$ cat src/rtl/eoc_readout_responder.sv
// rtl/eoc_readout_responder.sv - end-of-column hit buffer with request/token/read responder
//
// Purpose:
//   Buffers pixel hit words from one double column in a show-ahead FIFO.
//   A readout request snapshots the FIFO occupancy into frame_cnt. While
//   frame_cnt is non-zero the EOC raises its flag onto the daisy-chained
//   token. It owns the shared wired-OR bus when its flag is up and no
//   higher-priority neighbour holds the token. Each read strobe pops one
//   word while it owns the bus.
//
// Ports:
//   clk40MHz_i     40 MHz clock
//   rst_i          asynchronous reset, active high
//   hit_valid_i    push strobe from the double column
//   hit_data_i     hit word
//   eoc_rqt_data_i readout request pulse from the control unit
//   eoc_rd_i       read strobe from the control unit
//   eoc_token_i    token from the higher-priority neighbour
//   eoc_token_o    token to the lower-priority neighbour
//   eoc_data_o     {COL_ID, head word} when owner, else zero
//   eoc_data_oe_o  high while this EOC owns the bus
//   fifo_full_o    FIFO occupancy equals DEPTH
//   overflow_o     sticky hit-drop indicator, cleared by a request
module eoc_readout_responder #(
  parameter int DATA_W   = 16,
  parameter int DEPTH    = 8,
  parameter int COL_ID_W = 5,
  parameter int COL_ID   = 0
) (
  input  logic                       clk40MHz_i,
  input  logic                       rst_i,
  input  logic                       hit_valid_i,
  input  logic [DATA_W-1:0]          hit_data_i,
  input  logic                       eoc_rqt_data_i,
  input  logic                       eoc_rd_i,
  input  logic                       eoc_token_i,
  output logic                       eoc_token_o,
  output logic [COL_ID_W+DATA_W-1:0] eoc_data_o,
  output logic                       eoc_data_oe_o,
  output logic                       fifo_full_o,
  output logic                       overflow_o
);

  localparam int AW = $clog2(DEPTH);
  localparam logic [AW:0]         FULL_OCC = (AW+1)'(DEPTH);
  localparam logic [COL_ID_W-1:0] COL_ID_C = COL_ID_W'(COL_ID);

  logic [DATA_W-1:0] mem_q [DEPTH];
  logic [AW-1:0]     wr_ptr_q, wr_ptr_d;
  logic [AW-1:0]     rd_ptr_q, rd_ptr_d;
  logic [AW:0]       occ_q, occ_d;
  logic [AW:0]       frame_cnt_q, frame_cnt_d;
  logic              overflow_q, overflow_d;

  logic flag;
  logic owner;
  logic rd_acc;
  logic pop;
  logic push;
  logic drop;

  always_comb begin
    flag   = (frame_cnt_q != '0);
    owner  = flag & ~eoc_token_i;
    // A read strobe is only meaningful to the EOC currently owning the bus.
    rd_acc = eoc_rd_i & owner;
    pop    = rd_acc & (occ_q != '0);
    // A push at full is allowed only when a pop frees a slot in the same cycle.
    push   = hit_valid_i & ((occ_q != FULL_OCC) | pop);
    drop   = hit_valid_i & ~push;

    wr_ptr_d = push ? wr_ptr_q + 1'b1 : wr_ptr_q;
    rd_ptr_d = pop  ? rd_ptr_q + 1'b1 : rd_ptr_q;

    occ_d = occ_q;
    case ({push, pop})
      2'b10:   occ_d = occ_q + 1'b1;
      2'b01:   occ_d = occ_q - 1'b1;
      default: occ_d = occ_q;
    endcase

    // The snapshot uses pre-cycle occupancy: hits arriving in the request
    // cycle belong to the next frame, and a concurrent pop is not counted.
    frame_cnt_d = frame_cnt_q;
    if (eoc_rqt_data_i) begin
      frame_cnt_d = occ_q;
    end else if (rd_acc) begin
      frame_cnt_d = frame_cnt_q - 1'b1;
    end

    // A drop in the request cycle wins over the clear.
    overflow_d = overflow_q;
    if (drop) begin
      overflow_d = 1'b1;
    end else if (eoc_rqt_data_i) begin
      overflow_d = 1'b0;
    end
  end

  always_ff @(posedge clk40MHz_i or posedge rst_i) begin
    if (rst_i) begin
      wr_ptr_q    <= '0;
      rd_ptr_q    <= '0;
      occ_q       <= '0;
      frame_cnt_q <= '0;
      overflow_q  <= 1'b0;
    end else begin
      wr_ptr_q    <= wr_ptr_d;
      rd_ptr_q    <= rd_ptr_d;
      occ_q       <= occ_d;
      frame_cnt_q <= frame_cnt_d;
      overflow_q  <= overflow_d;
    end
  end

  // Storage needs no reset: occupancy and pointers define what is valid.
  always_ff @(posedge clk40MHz_i) begin
    if (push) begin
      mem_q[wr_ptr_q] <= hit_data_i;
    end
  end

  // Token is combinational so the whole chain settles within one cycle.
  assign eoc_token_o   = eoc_token_i | flag;
  assign eoc_data_oe_o = owner;
  assign eoc_data_o    = owner ? {COL_ID_C, mem_q[rd_ptr_q]} : '0;
  assign fifo_full_o   = (occ_q == FULL_OCC);
  assign overflow_o    = overflow_q;

endmodule

$ cat config.mk
export PLATFORM = sky130hd
export DESIGN_NAME = eoc_readout_responder
export DESIGN_NICKNAME = d
export VERILOG_FILES = /design/src/rtl/eoc_readout_responder.sv
export SDC_FILE = /design/constraint.sdc
export NUM_CORES = 1
export LEC_CHECK = 0
export CORE_MARGIN = 8
export CORE_UTILIZATION = 55
export DETAILED_ROUTE_END_ITERATION = 8
export PLACE_DENSITY = 0.76
export SLEW_MARGIN = 40
export SYNTH_ARGS = -nofsm -noshare
export SYNTH_HDL_FRONTEND = slang
export SYNTH_SLANG_ARGS = --single-unit
$ cat constraint.sdc
create_clock -name clk40MHz_i -period 5.1 [get_ports clk40MHz_i]
set_input_delay 1.02 -clock clk40MHz_i [delete_from_list [all_inputs] [get_ports clk40MHz_i]]
set_output_delay 1.02 -clock clk40MHz_i [all_outputs]
set_load 0.02 [all_outputs]
==> results of run 1 <==
-- final cells by class --
type,count,area [um^2]
fill,688,3340
timing repair buffer,53,500
sequential,143,4220
inverter,9,33.8
tap,136,170
multi-input combinational,129,1550
clock buffer,23,437
clock inverter,8,115
-- cell families (layout without fill, tap and decap cells) --
logic type                 after synthesis  after routing
DFF                                    143            143
and+or+nand+nor                         43             43
muxes                                   37             37
AOI/OAI and AO/OA                       31             31
buffers and inverters                   30             93
adders and majority gates                7              7
xor gates and xnor gates                 6              6
other                                    1              5
-- power by group --
group / internal [W] / switching [W] / total [W]
clock network: 0.000737 / 0.000416 / 0.00115
registers: 0.00150 / 0.000191 / 0.00169
logic: 0.000599 / 0.000545 / 0.00114
-- metrics by stage --
stage	std cells	setup slack (ns)	hold WS, ns	power, W	utilization, %
floorplan	302	1.48	0.473	0.00247	-
global placement	470	1.20	0.495	0.00282	62.4
detailed placement	470	1.14	0.493	0.00286	62.4
CTS	501	1.10	0.503	0.00402	67.7
global route	501	1.08	0.523	0.00417	67.8
finish	501	1.14	0.505	0.00398	67.8
-- worst min-delay path by stage --
stage | from | to | slack (ns)
finish | rd_ptr_q[2] | rd_ptr_q[2] | 0.51
global route | rd_ptr_q[2] | rd_ptr_q[2] | 0.52
CTS | rd_ptr_q[2] | rd_ptr_q[2] | 0.50
detailed placement | rd_ptr_q[2] | rd_ptr_q[2] | 0.49
global placement | rd_ptr_q[2] | rd_ptr_q[2] | 0.50
floorplan | rd_ptr_q[2] | rd_ptr_q[2] | 0.47
-- routing by layer --
layer	GRT usage [%]	vias to the layer above	wire length, um
met3	5.20	12	637
met1	20.8	1535	4510
met5	0	-	0
met2	26.7	83	5720
li1	-	1330	-
met4	5.15	0	129
-- cells in the mapped netlist (3+ instances only) --
cell / n
edfxtp_1: 128
nor4b_2: 3
mux2_2: 3
nand3b_1: 3
buf_6: 4
buf_4: 7
a22o_1: 17
ha_1: 6
dfrtp_1: 15
inv_1: 9
nor2_1: 4
nand2b_1: 3
xor2_1: 4
nor3b_1: 4
clkbuf_1: 3
nor4_1: 3
mux4_2: 32
buf_2: 5
nand2_1: 6
o21ai_0: 3
or4_1: 3
-- flip-flops by register name (all words and copies together) (netlist names) --
name         count
frame_cnt_q      4
mem_q          128
occ_q            4
overflow_o       1
rd_ptr_q         3
wr_ptr_q         3
-- placed cells by master (no fill, tap or decap), drive strengths merged, types with 2 or more instances in the layout --
cell type and count:
nand2b 3, nor3 4, nor4b 4, clkdlybuf4s50 41, a22o 17, dfrtp 15
mux2i 2, nor2 4, nor4 3, clkbuf 23, o21ai 3, clkinv 5
or4 3, o311ai 2, ha 6, nand3 2, nand2 6, a21oi 2
nand3b 3, nor3b 6, edfxtp 128, xor2 4, bufinv 3, mux2 3
inv 9, mux4 32, xnor2 2, conb 5, buf 12
==> flow_metrics.py, run 1 <==
metrics = {
    "run_status": {
        "status": "completed",
    },
    "drt": {
        "drtAntennaViolNets": 0,
        "via_per_inst": 5.91,
        "drcViolationCount": 0,
        "num_vias": 2960,
        "drt_pass1_iterations": 4,
        "wirelength_mm": 11.0,
        "drt_iter0_drc": 228,
        "wl_per_cell_um": 21.9,
    },
    "clocking": {
        "clk_path_buf_depth": 2,
        "cts-resized-gates": 0,
        "ctsHoldBuffers": 0,
        "clkLatencyLatePin_ns": 0.52,
        "htree_levels": 4,
        "cts_setup_buffers": 0,
        "cts_root_buf": "clkbuf_8",
        "clk_pin_slew_ns": 0.06,
        "cts_tree": "done",
        "cts-buffers-inserted": 17,
        "clock-sinks": 143,
    },
    "sta": {
        "grt_setup_unrepaired": "false",
        "finalClockSkew_ns": 0.00897,
        "relSlewSlack_pct": 52.1,
        "setup_tns_ns": 0,
        "fmax_mhz": 253,
        "worst_pin_slew_ns": 0.715,
        "finalCritPeriodShare_pct": 77.6,
        "drv_slew": 0,
        "timing.final.crit_period_ns": 3.96,
        "setup_viol": 0,
        "final-hold-violation-count": 0,
    },
    "yosys": {
        "netlist.area_leader.share_pct": 65.4,
        "synth.distinct_cells": 45,
        "synth_simple_gate_area_share_pct": 5.22,
        "synth_sequential_area_ratio_pct": 71.8,
        "postSynth.asyncResetShare_pct": 10.5,
        "synthXorXnorAreaFrac_pct": 0.894,
        "ys.flop_type": "edfxtp_1",
        "synth_mux_area_share_pct": 13.2,
        "avgSynthCellArea_um2": 19.7,
        "yosys.area.top_type": "edfxtp_1",
        "synthAdderAreaFrac_pct": 1.62,
        "synth-edff-count": 128,
        "netlist_area_mm2": 0.00588,
        "ys_ff_latch": 143,
        "synth.area.top_cells": "edfxtp_1, mux4_2, dfrtp_1",
        "yosys_warnings": 0,
        "postSynthCellCount": 298,
        "synth_top_family_by_area": "multiplexers",
        "synth_compound_area_share_pct": 4.24,
    },
    "flow_run": {
        "maxCapViolations": 0,
    },
    "worst_setup_path": {
        "critPathArrivalTime_ns": 2.94,
        "cpPeakStageDelay_ns": 0.61,
        "cp-start-kind": "input port",
        "reg2reg_depth": 9,
        "crit_slowest_cell": "clkdlybuf4s50_1",
        "endpoint": "eoc_data_o[2]",
        "crit_family": "buffers and inverters",
        "critPathRequiredTime_ns": 4.08,
        "critical_path_class": "in -> out",
        "r2r-start": "frame_cnt_q[0]",
        "critPathBufInv": 3,
        "path_max_fanout": 16,
        "crit_cells": 5,
        "path_common_cell": "clkdlybuf4s50_1",
        "setup.worst_path.start": "eoc_token_i",
        "cp-end-kind": "output port",
        "path_cells": "clkdlybuf4s50_1 > nor3b_2 > buf_4 > a22o_1 > clkdlybuf4s50_1",
        "reg2reg_to": "occ_q[3]",
        "r2r_slack_ns": 2.08,
    },
    "global_route": {
        "first_global_vias": 3148,
        "antenna_found_initial": 0,
        "track_usage_pct": 16.4,
        "grt_pass1_wl_mm": 17.5,
        "grt-ovfl-total": 0,
        "grt_max_degree": 35,
    },
    "placed_design": {
        "dpl_cell_area_mm2": 0.00647,
        "numPortBuffers": 41,
        "gp_congestion": 0.753,
        "post-dp-hpwl_mm": 6.62,
    },
    "floorplan": {
        "dieArea_mm2": 0.0142,
        "core_area_mm2": 0.0104,
        "fp.dieH_um": 119,
        "start_util_pct": 56.7,
        "io_pins": 47,
        "dieWidth_um": 119,
        "rows": 37,
    },
    "min_path": {
        "hold_depth": 1,
        "hold_class": "reg -> reg",
    },
    "power_and_ir_drop": {
        "p_leak_nw": 2.37,
        "powerDensity_mw_per_mm2": 567,
        "ir_drop_v": 0.000250,
    },
    "final_layout": {
        "n_antenna_cell": 0,
        "syn2layout_area_growth_pct": 19.7,
        "nNetsFinal": 382,
        "final_cell_area_mm2": 0.00703,
        "drive_above_1_share_pct": 24.1,
    },
}
No activity file was read; power rests on OpenSTA's default activity.
==> run 2, diff against run 1 <==
--- a/config.mk
+++ b/config.mk
@@ -6,9 +6,9 @@
 export NUM_CORES = 1
 export LEC_CHECK = 0
 export CORE_MARGIN = 8
-export CORE_UTILIZATION = 55
+export CORE_UTILIZATION = 52
 export DETAILED_ROUTE_END_ITERATION = 8
-export PLACE_DENSITY = 0.76
+export PLACE_DENSITY = 0.75
 export SLEW_MARGIN = 40
 export SYNTH_ARGS = -nofsm -noshare
 export SYNTH_HDL_FRONTEND = slang
==> constraint.sdc (replaced) <==
create_clock -name clk40MHz_i -period 3.2 [get_ports clk40MHz_i]
set_input_delay 0.64 -clock clk40MHz_i [delete_from_list [all_inputs] [get_ports clk40MHz_i]]
set_output_delay 0.64 -clock clk40MHz_i [all_outputs]
set_load 0.02 [all_outputs]
==> run 2 against run 1 <==
Net effect: worst setup slack worse by 1.1 ns; clock skew is 0.0016 ns lower; worst hold slack better by 0.011 ns; non-clock buffer count is 10 higher; final cell count is 3.6% higher; die area is 5.0% higher; combinational power is 82% higher; register-to-register slack worse by 1.6 ns; clock power is 83% higher; critical path depth stayed put.
==> flow_metrics.py, run 2 (synthesis gave the netlist of run 1 again) <==
metrics = {
    "run_status": {
        "status": "completed",
    },
    "clocking": {
        "cts_root_buf": "clkbuf_16",
        "cts_tree": "done",
        "htree_levels": 4,
        "cts-buffers-inserted": 17,
        "clkLatencyLatePin_ns": 0.41,
        "clock-sinks": 143,
        "ctsHoldBuffers": 0,
        "clk_path_buf_depth": 2,
        "clk_pin_slew_ns": 0.06,
    },
    "drt": {
        "drcViolationCount": 0,
        "drtAntennaViolNets": 0,
        "drt_pass1_iterations": 4,
        "drt_iter0_drc": 295,
        "wirelength_mm": 11.3,
        "via_per_inst": 5.84,
        "num_vias": 3033,
        "wl_per_cell_um": 21.9,
    },
    "final_layout": {
        "drive_above_1_share_pct": 27.4,
        "n_antenna_cell": 0,
        "largest_reg_flops": 128,
        "final_cell_area_mm2": 0.00731,
        "layout_common_cells": "edfxtp_1, clkdlybuf4s50_1, mux4_2, a22o_1, clkbuf_16",
        "top_register": "mem_q",
        "syn2layout_area_growth_pct": 24.4,
        "final_common_cell": "edfxtp_1",
        "nNetsFinal": 392,
        "reg_top3": "mem_q (128), frame_cnt_q (4), occ_q (4)",
        "final_cells": 519,
    },
    "power_and_ir_drop": {
        "powerDensity_mw_per_mm2": 926,
        "p_leak_nw": 2.57,
        "ir_drop_v": 0.000503,
    },
    "sta": {
        "relSlewSlack_pct": 59.7,
        "setup_viol": 0,
        "timing.final.crit_period_ns": 3.13,
        "worst_slack_ns": 0.0663,
        "finalCritPeriodShare_pct": 97.9,
        "fmax_mhz": 319,
        "setup_tns_ns": 0,
        "worst_pin_slew_ns": 0.604,
        "drv_slew": 0,
        "fin_hold_ws_ns": 0.516,
        "grt_setup_unrepaired": "false",
        "finalClockSkew_ns": 0.00741,
        "final-hold-violation-count": 0,
    },
    "global_route": {
        "grt-ovfl-total": 0,
        "grt_max_degree": 27,
        "first_global_vias": 3301,
        "antenna_found_initial": 0,
        "track_usage_pct": 16.2,
        "grt_pass1_wl_mm": 17.7,
    },
    "placed_design": {
        "dpl_cell_area_mm2": 0.00664,
        "post-dp-hpwl_mm": 6.64,
        "place_ws_ns": 0.0425,
        "gp_congestion": 0.808,
        "place_inst": 486,
        "numPortBuffers": 41,
    },
    "floorplan": {
        "rows": 39,
        "fp.dieH_um": 122,
        "dieArea_mm2": 0.0150,
        "io_pins": 47,
        "dieWidth_um": 122,
        "start_util_pct": 52.4,
        "core_area_mm2": 0.0112,
    },
    "worst_setup_path": {
        "r2r_slack_ns": 0.46,
        "cp-start-kind": "input port",
        "critPathRequiredTime_ns": 2.56,
        "r2r-start": "frame_cnt_q[0]",
        "critical_path_class": "in -> out",
        "critPathArrivalTime_ns": 2.49,
        "path_max_fanout": 16,
        "setup.worst_path.start": "eoc_token_i",
        "cp-end-kind": "output port",
    },
    "flow_run": {
        "maxCapViolations": 0,
    },
    "min_path": {
        "hp-start": "rd_ptr_q[2]",
        "hold_class": "reg -> reg",
    },
}
run 2: cell count changes in the layout (fill, tap and decap cells not counted), sizes merged:
| cell | change |
|---|---|
| clkdlybuf4s50 | -6 |
| dlymetal6s2s | +6 |
| clkinvlp | +3 |
| clkinv | +1 |
| inv | +1 |
| buf | +10 |
| bufinv | +2 |
| clkbuf | -6 |
run 2: path summary, 6_finish.rpt:
path	end	cells after the start
worst max-delay path	eoc_data_o[6]	5
worst min-delay path	rd_ptr_q[2]	1
worst max register to register	occ_q[3]	10
worst min register to register	rd_ptr_q[2]	1
max in group asynchronous	rd_ptr_q[0]	2
min in group asynchronous	frame_cnt_q[1]	2
run 2: what timing repair did:
action / CTS / global route
resized for setup: 0 / 7
setup endpoints to repair: 6 / 16
pin swaps: 0 / 0
buffers inserted: 1 / 0
run 2: critical path, stage by stage:
cell             delay, ns
clkdlybuf4s50_1       0.55
nor3b_2               0.33
buf_12                0.20
a22o_1                0.16
clkdlybuf4s50_1       0.61
run 2: power by group:
group | total [W] | internal [W] | switching [W]
clock | 0.00211 | 0.00138 | 0.000734
combinational | 0.00208 | 0.00106 | 0.00102
sequential | 0.00257 | 0.00238 | 0.000188
run 2: per-stage QoR:
step | total power [W] | utilization [%]
floorplan | 0.00394 | -
global placement | 0.00462 | 59.1
detailed placement | 0.00469 | 59.1
CTS | 0.00684 | 64.9
global route | 0.00705 | 65.1
finish | 0.00676 | 65.1
run 2: area by class of cell:
class / instances / area, um^2
multi-input combinational: 129 / 1550
timing repair buffer: 63 / 678
clock inverter: 15 / 218
inverter: 9 / 33.8
clock buffer: 17 / 425
tap: 143 / 179
sequential: 143 / 4220
fill: 745 / 3920
run 2: layer usage:
metal,up-vias,part of all wire (%),global-route usage [%]
li1,1350,-,-
met1,1558,39,18.8
met2,109,53,27.6
met3,16,6.5,4.97
met4,0,1.4,6.55
met5,-,0,0
